**src/rtl/wb_daq_channel_arbiter.sv**
```systemverilog
// Round-robin DAQ sample mover: grants one of four channels at a time and stores
// each accepted sample as a single 32-bit Wishbone classic write into that channel's buffer.
module wb_daq_channel_arbiter #(
  parameter int dw = 32,
  parameter int aw = 32
) (
  input  logic            wb_clk,
  input  logic            wb_rst,
  input  logic [dw-1:0]   daq_control_reg,
  input  logic [4*dw-1:0] ch_address_i,
  input  logic [4*dw-1:0] ch_control_i,
  output logic [4*dw-1:0] ch_status_o,
  input  logic [3:0]      ch_valid_i,
  input  logic [4*dw-1:0] ch_data_i,
  output logic [3:0]      ch_ready_o,
  output logic [aw-1:0]   wbm_adr_o,
  output logic [dw-1:0]   wbm_dat_o,
  output logic [3:0]      wbm_sel_o,
  output logic            wbm_we_o,
  output logic            wbm_cyc_o,
  output logic            wbm_stb_o,
  output logic [2:0]      wbm_cti_o,
  output logic [1:0]      wbm_bte_o,
  input  logic            wbm_ack_i,
  input  logic            wbm_err_i,
  output logic            interrupt
);

  typedef enum logic [1:0] {IDLE, ARB, WRITE} state_t;

  state_t      state, state_nxt;
  logic        daq_en;
  logic [3:0]  en, wrap, irq_en, eligible, busy;
  logic [15:0] length    [4];
  logic [15:0] count     [4];
  logic [15:0] count_inc [4];
  logic [3:0]  full, wrapped, error, clr_pend;
  logic [1:0]  last_grant, grant, pick;
  logic        found, term;
  logic        unused_cfg;

  assign daq_en    = daq_control_reg[0];
  assign term      = (state == WRITE) && (wbm_ack_i || wbm_err_i);
  assign wbm_cti_o = 3'b000;
  assign wbm_bte_o = 2'b00;

  assign unused_cfg = ^{daq_control_reg[dw-1:1],
                        ch_control_i[3*dw+3 +: 13], ch_control_i[2*dw+3 +: 13],
                        ch_control_i[dw+3 +: 13], ch_control_i[3 +: 13]};

  always_comb begin
    for (int n = 0; n < 4; n++) begin
      en[n]        = ch_control_i[n*dw];
      wrap[n]      = ch_control_i[n*dw+1];
      irq_en[n]    = ch_control_i[n*dw+2];
      length[n]    = ch_control_i[n*dw+16 +: 16];
      count_inc[n] = count[n] + 16'd1;
      busy[n]      = (state == WRITE) && (grant == 2'(n));
      eligible[n]  = daq_en && en[n] && ch_valid_i[n] && !full[n] && !error[n]
                     && (length[n] != 16'd0);
      ch_status_o[n*dw +: dw] = dw'({busy[n], error[n], wrapped[n], full[n], count[n]});
    end
  end

  // Search starts one past the last grant; offset 4 wraps back onto last_grant itself.
  always_comb begin
    found = 1'b0;
    pick  = last_grant;
    for (int i = 1; i <= 4; i++) begin
      if (!found && eligible[last_grant + 2'(i)]) begin
        found = 1'b1;
        pick  = last_grant + 2'(i);
      end
    end
  end

  always_ff @(posedge wb_clk) begin
    if (!wb_rst) state <= IDLE;
    else         state <= state_nxt;
  end

  always_comb begin
    state_nxt = state;
    case (state)
      IDLE:    if (daq_en) state_nxt = ARB;
      ARB: begin
        if (found)        state_nxt = WRITE;
        else if (!daq_en) state_nxt = IDLE;
      end
      WRITE:   if (wbm_ack_i || wbm_err_i) state_nxt = ARB;
      default: state_nxt = IDLE;
    endcase
  end

  // Grant and bus launch: address and sample are captured at the grant edge so the
  // master outputs stay constant through any number of wait states.
  always_ff @(posedge wb_clk) begin
    if (!wb_rst) begin
      last_grant <= 2'd3;
      grant      <= 2'd0;
      ch_ready_o <= '0;
      wbm_adr_o  <= '0;
      wbm_dat_o  <= '0;
      wbm_sel_o  <= '0;
      wbm_we_o   <= 1'b0;
      wbm_cyc_o  <= 1'b0;
      wbm_stb_o  <= 1'b0;
    end else begin
      ch_ready_o <= '0;
      if (state == ARB && found) begin
        ch_ready_o <= 4'b0001 << pick;
        grant      <= pick;
        last_grant <= pick;
        wbm_adr_o  <= aw'(ch_address_i[int'(pick)*dw +: dw]) + aw'({count[pick], 2'b00});
        wbm_dat_o  <= ch_data_i[int'(pick)*dw +: dw];
        wbm_sel_o  <= 4'hF;
        wbm_we_o   <= 1'b1;
        wbm_cyc_o  <= 1'b1;
        wbm_stb_o  <= 1'b1;
      end else if (term) begin
        wbm_sel_o  <= '0;
        wbm_we_o   <= 1'b0;
        wbm_cyc_o  <= 1'b0;
        wbm_stb_o  <= 1'b0;
      end
    end
  end

  // Per-channel status. A disable seen while the channel owns the bus is deferred
  // until the cycle after termination, and that termination leaves status untouched.
  always_ff @(posedge wb_clk) begin
    if (!wb_rst) begin
      for (int n = 0; n < 4; n++) count[n] <= '0;
      full     <= '0;
      wrapped  <= '0;
      error    <= '0;
      clr_pend <= '0;
    end else begin
      for (int n = 0; n < 4; n++) begin
        if (busy[n]) begin
          if (!en[n]) clr_pend[n] <= 1'b1;
          if (term && en[n] && !clr_pend[n]) begin
            if (wbm_err_i) begin
              error[n] <= 1'b1;
            end else if (count_inc[n] == length[n]) begin
              if (wrap[n]) begin
                count[n]   <= '0;
                wrapped[n] <= 1'b1;
              end else begin
                count[n]   <= length[n];
                full[n]    <= 1'b1;
              end
            end else begin
              count[n] <= count_inc[n];
            end
          end
        end else if (!en[n] || clr_pend[n]) begin
          count[n]    <= '0;
          full[n]     <= 1'b0;
          wrapped[n]  <= 1'b0;
          error[n]    <= 1'b0;
          clr_pend[n] <= 1'b0;
        end
      end
    end
  end

  always_ff @(posedge wb_clk) begin
    if (!wb_rst) interrupt <= 1'b0;
    else         interrupt <= |(irq_en & (full | wrapped | error));
  end

endmodule

```
**config.mk**
```make
export PLATFORM = sky130hd
export DESIGN_NAME = wb_daq_channel_arbiter
export DESIGN_NICKNAME = d
export VERILOG_FILES = /design/src/rtl/wb_daq_channel_arbiter.sv
export SDC_FILE = /design/constraint.sdc
export NUM_CORES = 1
export LEC_CHECK = 0
export CAP_MARGIN = 15
export CORE_AREA = 4 4 243 245
export DETAILED_ROUTE_END_ITERATION = 10
export DIE_AREA = 0 0 247 249
export PLACE_DENSITY = 0.46
export SYNTH_ARGS = -nofsm -noshare
export SYNTH_HDL_FRONTEND = slang
export SYNTH_SLANG_ARGS = --single-unit
```
**constraint.sdc**
```tcl
create_clock -name wb_clk -period 9.2 [get_ports wb_clk]
set_clock_uncertainty 0.15 [all_clocks]
set_input_delay 1.84 -clock wb_clk [delete_from_list [all_inputs] [get_ports wb_clk]]
set_output_delay 1.84 -clock wb_clk [all_outputs]
set_load 0.01 [all_outputs]
```
Word level (Yosys, flattened, before mapping):

Memory sizes are Yosys's and may differ from the RTL's.
Index checks and enable logic that the tools add are counted.

* memories: 1
* input bits: 424
* logic and storage cells: 390
* output and inout port bits: 209
* flip-flop bits (word level): 96
* RAM bits: 64

* shift operators: 3
* order comparisons: 4
* reductions and logical operators: 91
* eq/ne operators: 40
* muxes and demuxes: 199
* $add $sub $neg: 8
* bitwise logic cells: 19

Memory list
* count: words 4, bits a word 16, read ports 5, clocked after memory_dff 0, wr ports 4, line 35 `logic [15:0] count [4];`

Operator list (number)
* 16-bit 2-to-1 mux: 16
* 128-bit by 8-bit variable part select with 32-bit output: 2
* 1-bit 2-to-1 mux: 168
* 16-bit by 1-bit adder with 16-bit output, second input constant: 4
* 16-bit equality test: 4
* 16-bit nonzero test: 4
* 5-bit AND reduction: 8
* 1-bit logical AND: 37
* 2-bit inequality test, second input constant: 17
* 32-bit by 18-bit adder with 32-bit output: 1
* 2-bit by 1-bit inequality test with 1-bit output, second input constant: 13
* 1-bit logical NOT: 19
* 2-bit 2-to-1 mux: 8
* 1-bit bitwise OR: 16
* 3-bit AND reduction: 5
* 2-bit by 3-bit < comparator with 1-bit output, second input constant: 4
* 2-bit AND reduction: 5
* 2-bit nonzero test: 5
* 1-bit binary-select mux with 2-bit select: 4
* 4-bit 2-to-1 mux: 2
* 4-bit bitwise OR: 2
* 2-bit equality test, second input constant: 3
* 2-bit one-hot mux with 3 select lines: 1
* 1-bit logical OR: 5
* 8 further kinds: 11

Longest topological paths before layout:

* depth in word-level cells: 19
* depth in mapped cells: 23
* gate-level depth less buffers: 20

Worst setup path before layout:

No wires, ideal clock.

* path type: input to register
* start: input ch_control_i[59]
* end: register wbm_adr_o[26]
* arrival: 6533 ps
* library setup time: 124 ps
* stages on the path: 23
* path buffers: 3
* setup slack: 2393 ps
* required time: 8926 ps
* cell sequence: nor4_1 nand4_1 and2_4 a221oi_1 o21a_1 clkbuf_1 clkbuf_1 buf_1 nand2_1 and3_1 a31oi_1 ha_1 fa_1 a21o_1 a21oi_1 o21ai_0 a211o_1 a21oi_1 a211oi_1 nand3_1 nor4_2 and4_1 nor3_1

* longest elaborated chain between the ends: 16
* elaborated cells between the ends (all ways): 28
* classes of those cells: 1 x add/sub; 1 x shift; 16 x mux; 9 x reduce/logical; 1 x memory

RTL lines
* start: declaration: line 11 `input logic [4*dw-1:0] ch_control_i,`
* 16-bit nonzero test (*): line 60 `&& (length[n] != 16'd0);`
* 1-bit logical AND (*): line 60
* 1-bit binary-select mux with 2-bit select: line 70 `if (!found && eligible[last_grant + 2'(i)]) begin`
* 1-bit 2-to-1 mux (not written as such): line 70
* 1-bit 2-to-1 mux: line 70
* 1-bit logical NOT: line 70
* 1-bit logical AND: line 70
* 1-bit 2-to-1 mux: line 70
* 1-bit logical NOT: line 70
* 1-bit logical AND: line 70
* 1-bit 2-to-1 mux: line 70
* 1-bit logical NOT: line 70
* 1-bit logical AND: line 70
* 2-bit 2-to-1 mux: line 70
* 128-bit by 8-bit variable part select with 32-bit output or memory read 4 x 16 bit (tied branches)
* 32-bit by 18-bit adder with 32-bit output: line 114 `wbm_adr_o <= aw'(ch_address_i[int'(pick)*dw +: dw]) + aw'({count[pick], 2'b00});`
* end signal: assignment: line 114
* end: declaration: line 16 `output logic [aw-1:0] wbm_adr_o,`

Mark *: on every way between the ends. The rest lies on a longest branch, timed or not. The select of a mux whose other input is x is not followed.
A chain may end at the register's enable or synchronous reset.

Worst setup path after layout:

* start: input ch_control_i[21]
* end: register wbm_adr_o[30]

Same word-level chain as after synthesis.

==> metrics.cfg <==
[layout]
fillCellCount=6051
final_nets=2511
syn_to_final_growth_pct=50.4
layout-drive-gt1-share_pct=4.52

[grt]
first_global_vias=13200
grt_start_max_net_pins=96
grt_pass1_wl_microns=85700
grt_overflow_total=0
grtUsageTotal_pct=18.7
antenna_found_initial=8

[power]
p_leak_nw=6.81
ir_drop_mv=0.147
power.density_nw_per_um2=124

[yosys]
yosysMostFrequentCell=nand2_1
yosysTopAreaCellShare_pct=15.8
synth_compound_area_share_pct=13.7
yosysSeqAreaShare_pct=30.9
synth.avg_cell_area_sq_um=7.52
syn_inst=1621
synth-main-ff-cell=dfxtp_1
synth_commonest_cells=nand2_1 (424), nand3_1 (144), dfxtp_1 (92)
ys_ff_latch=156
synthMuxAreaShare_pct=3.47
synthXorXnorAreaFrac_pct=11.6
synth_edf_count=64
synth_top_family_by_area=simple AND/OR/NAND/NOR gates
yosys_warnings=0
synthTopCellsByArea=edfxtp_1 (16%), dfxtp_1 (15%), nand2_1 (13%)
syn_area_sq_um=12200
synth_top_cell_by_area=edfxtp_1
synth-simple-area-share_pct=30.8
synth_fa_ha_area_share_pct=2.22
yosysUniqueCellTypes=75
async_flop_share_pct=0

[floorplanning]
initial_core_util_pct=21.3
dieArea_sq_um=61500
fp.dieH_microns=249
die_w_microns=247
rows=88
core_region_area_sq_um=57100
pin_count=633

[clocking]
htree_levels=4
cts_tree=built
clk_pin_slew_ps=70
cts_buffers=17
cts_setup_buffers=0
cts-resized-gates=0
clock_path_buffers=2
clock_latency_ps=490
ctsHoldBuffers=0
cts-root-buf=clkbuf_16
cts.sinks=156

[setup_path]
rr_startpoint=full[3]
startpoint=ch_control_i[21]
reg2reg_slack_ps=3340
path_max_fanout=24
r2r-end=wbm_adr_o[30]
r2r_cells=19
critPathCaptureType=register
crit_arrival_ps=8160
cp.required_ps=9460
worstSetupPathType=in2reg
cp-endpoint=wbm_adr_o[30]
startpoint_type=primary input

[placement]
dpl_worst_slack_ps=942
port_buffers=496
gp_congestion=0.881
dp_hpwl_microns=47500

[hold_path]
min_path_type=reg2reg
min-delay-start=wbm_adr_o[8]
hold_depth=2

[run_status]
status=complete, no violations

[route]
vias=13300
via_per_inst=4.69
drcViolationCount=0
wirelength_microns=59800
drtAntennaViolNets=0
first_pass_iters=5
initialDrtViolationCount=917
wl_per_cell_microns=21.0

[timing]
fmax_mhz=126
min_period_ps=7910
drv_slew=0
setup_slack_ps=1290
post-route-period-util_pct=86.0
maxSlewHeadroom_pct=32.0
grt_setup_unrepaired=no
worst_pin_slew_ps=1010
setup_tns_ps=0
finalHoldViolations=0
setup_violations=0

[job]
maxCapViolCount=0

## cell type report
cell class	count	area, sq um	area share, %
diodes	3	7.51	0.0409
inverters	27	101	0.552
clock inverters	14	134	0.730
repair buffers	522	5180	28.3
multi-input cells	1342	7770	42.3
clock buffers	18	429	2.34
well taps	765	957	5.22
flip-flops and latches	156	3760	20.5
## kinds of logic after synthesis
family	Yosys count
flops	156
mux	40
fa+ha+maj	21
xor+xnor	145
other cells	1
buf+inv	175
compound gates	259
simple gates	824
## flip-flops by register name, summed over array words and instances, names as in the netlist
signal,flops
ch_ready_o,4
clr_pend,4
count,64
error,4
full,4
grant,2
interrupt,1
last_grant,2
state,2
wbm_adr_o,32
wbm_dat_o,32
wbm_sel_o,1
wrapped,4
## worst max-delay path: stages
cell	delay, ps
clkdlybuf4s50_1	530
nor4_1	420
nand4_1	440
nand4_1	350
a221oi_1	190
o21ai_4	770
buf_4	280
nand2_1	80
a31oi_1	500
ha_1	420
o2111a_1	270
a211oi_1	200
o21ai_0	220
a211o_1	310
a21oi_1	270
a211oi_1	130
buf_4	160
nand3_1	180
nor4_2	80
buf_4	170
and3_1	140
a211oi_1	180
## where the power goes
part | leakage, nW | switching [mW] | internal, mW
sequential | 1.46 | 0.0392 | 0.750
clock | 0.268 | 0.346 | 0.377
combinational | 5.09 | 0.391 | 0.364
total | 6.81 | 0.777 | 1.49
## routing by layer
layer	vias to the layer above	routed length [microns]	GRT usage [%]
li1	6463	-	-
met1	6286	24700	22.8
met5	-	77	0
met3	74	4900	5.81
met4	10	1720	6.57
met2	511	28400	30.9
## worst min path at each step
stage	to	slack [ps]
2_1_floorplan	wbm_adr_o[10]	330
3_3_place_gp	wbm_dat_o[17]	290
3_5_place_dp	wbm_adr_o[7]	290
4_1_cts	wbm_adr_o[7]	300
5_1_grt	wbm_adr_o[7]	320
6_report	wbm_adr_o[8]	300
## cell usage in the layout, fill, tap and decap left out, drive strengths merged, types with 22 or more instances in the layout
master	Yosys	layout
and3	45	45
nand4	24	24
nor4	36	36
xor2	53	53
mux2i	22	22
buf	66	26
nor2	77	77
xnor2	82	82
edfxtp	64	64
o21ai	62	62
nor3	30	30
inv	27	33
nand3	144	144
conb	1	53
clkdlybuf4s50	0	496
nand2	425	425
a21oi	79	79
a31oi	36	36
dfxtp	92	92
## through the flow
stage / instances / cell area (sq um) / util, % / hold slack [ps] / total power, mW
final: 2847 / 18300 / 32.1 / 300 / 2.27
after global routing: 2846 / 18300 / 32.1 / 320 / 2.39
after CTS: 2844 / 18300 / 32.1 / 304 / 2.31
after detailed placement: 2812 / 17800 / 31.1 / 293 / 1.56
after global placement: 2812 / 17800 / 31.1 / 293 / 1.56
after floorplan: 1673 / 12400 / - / 326 / 1.20
Note: power is estimated with default switching activity, not from simulation.
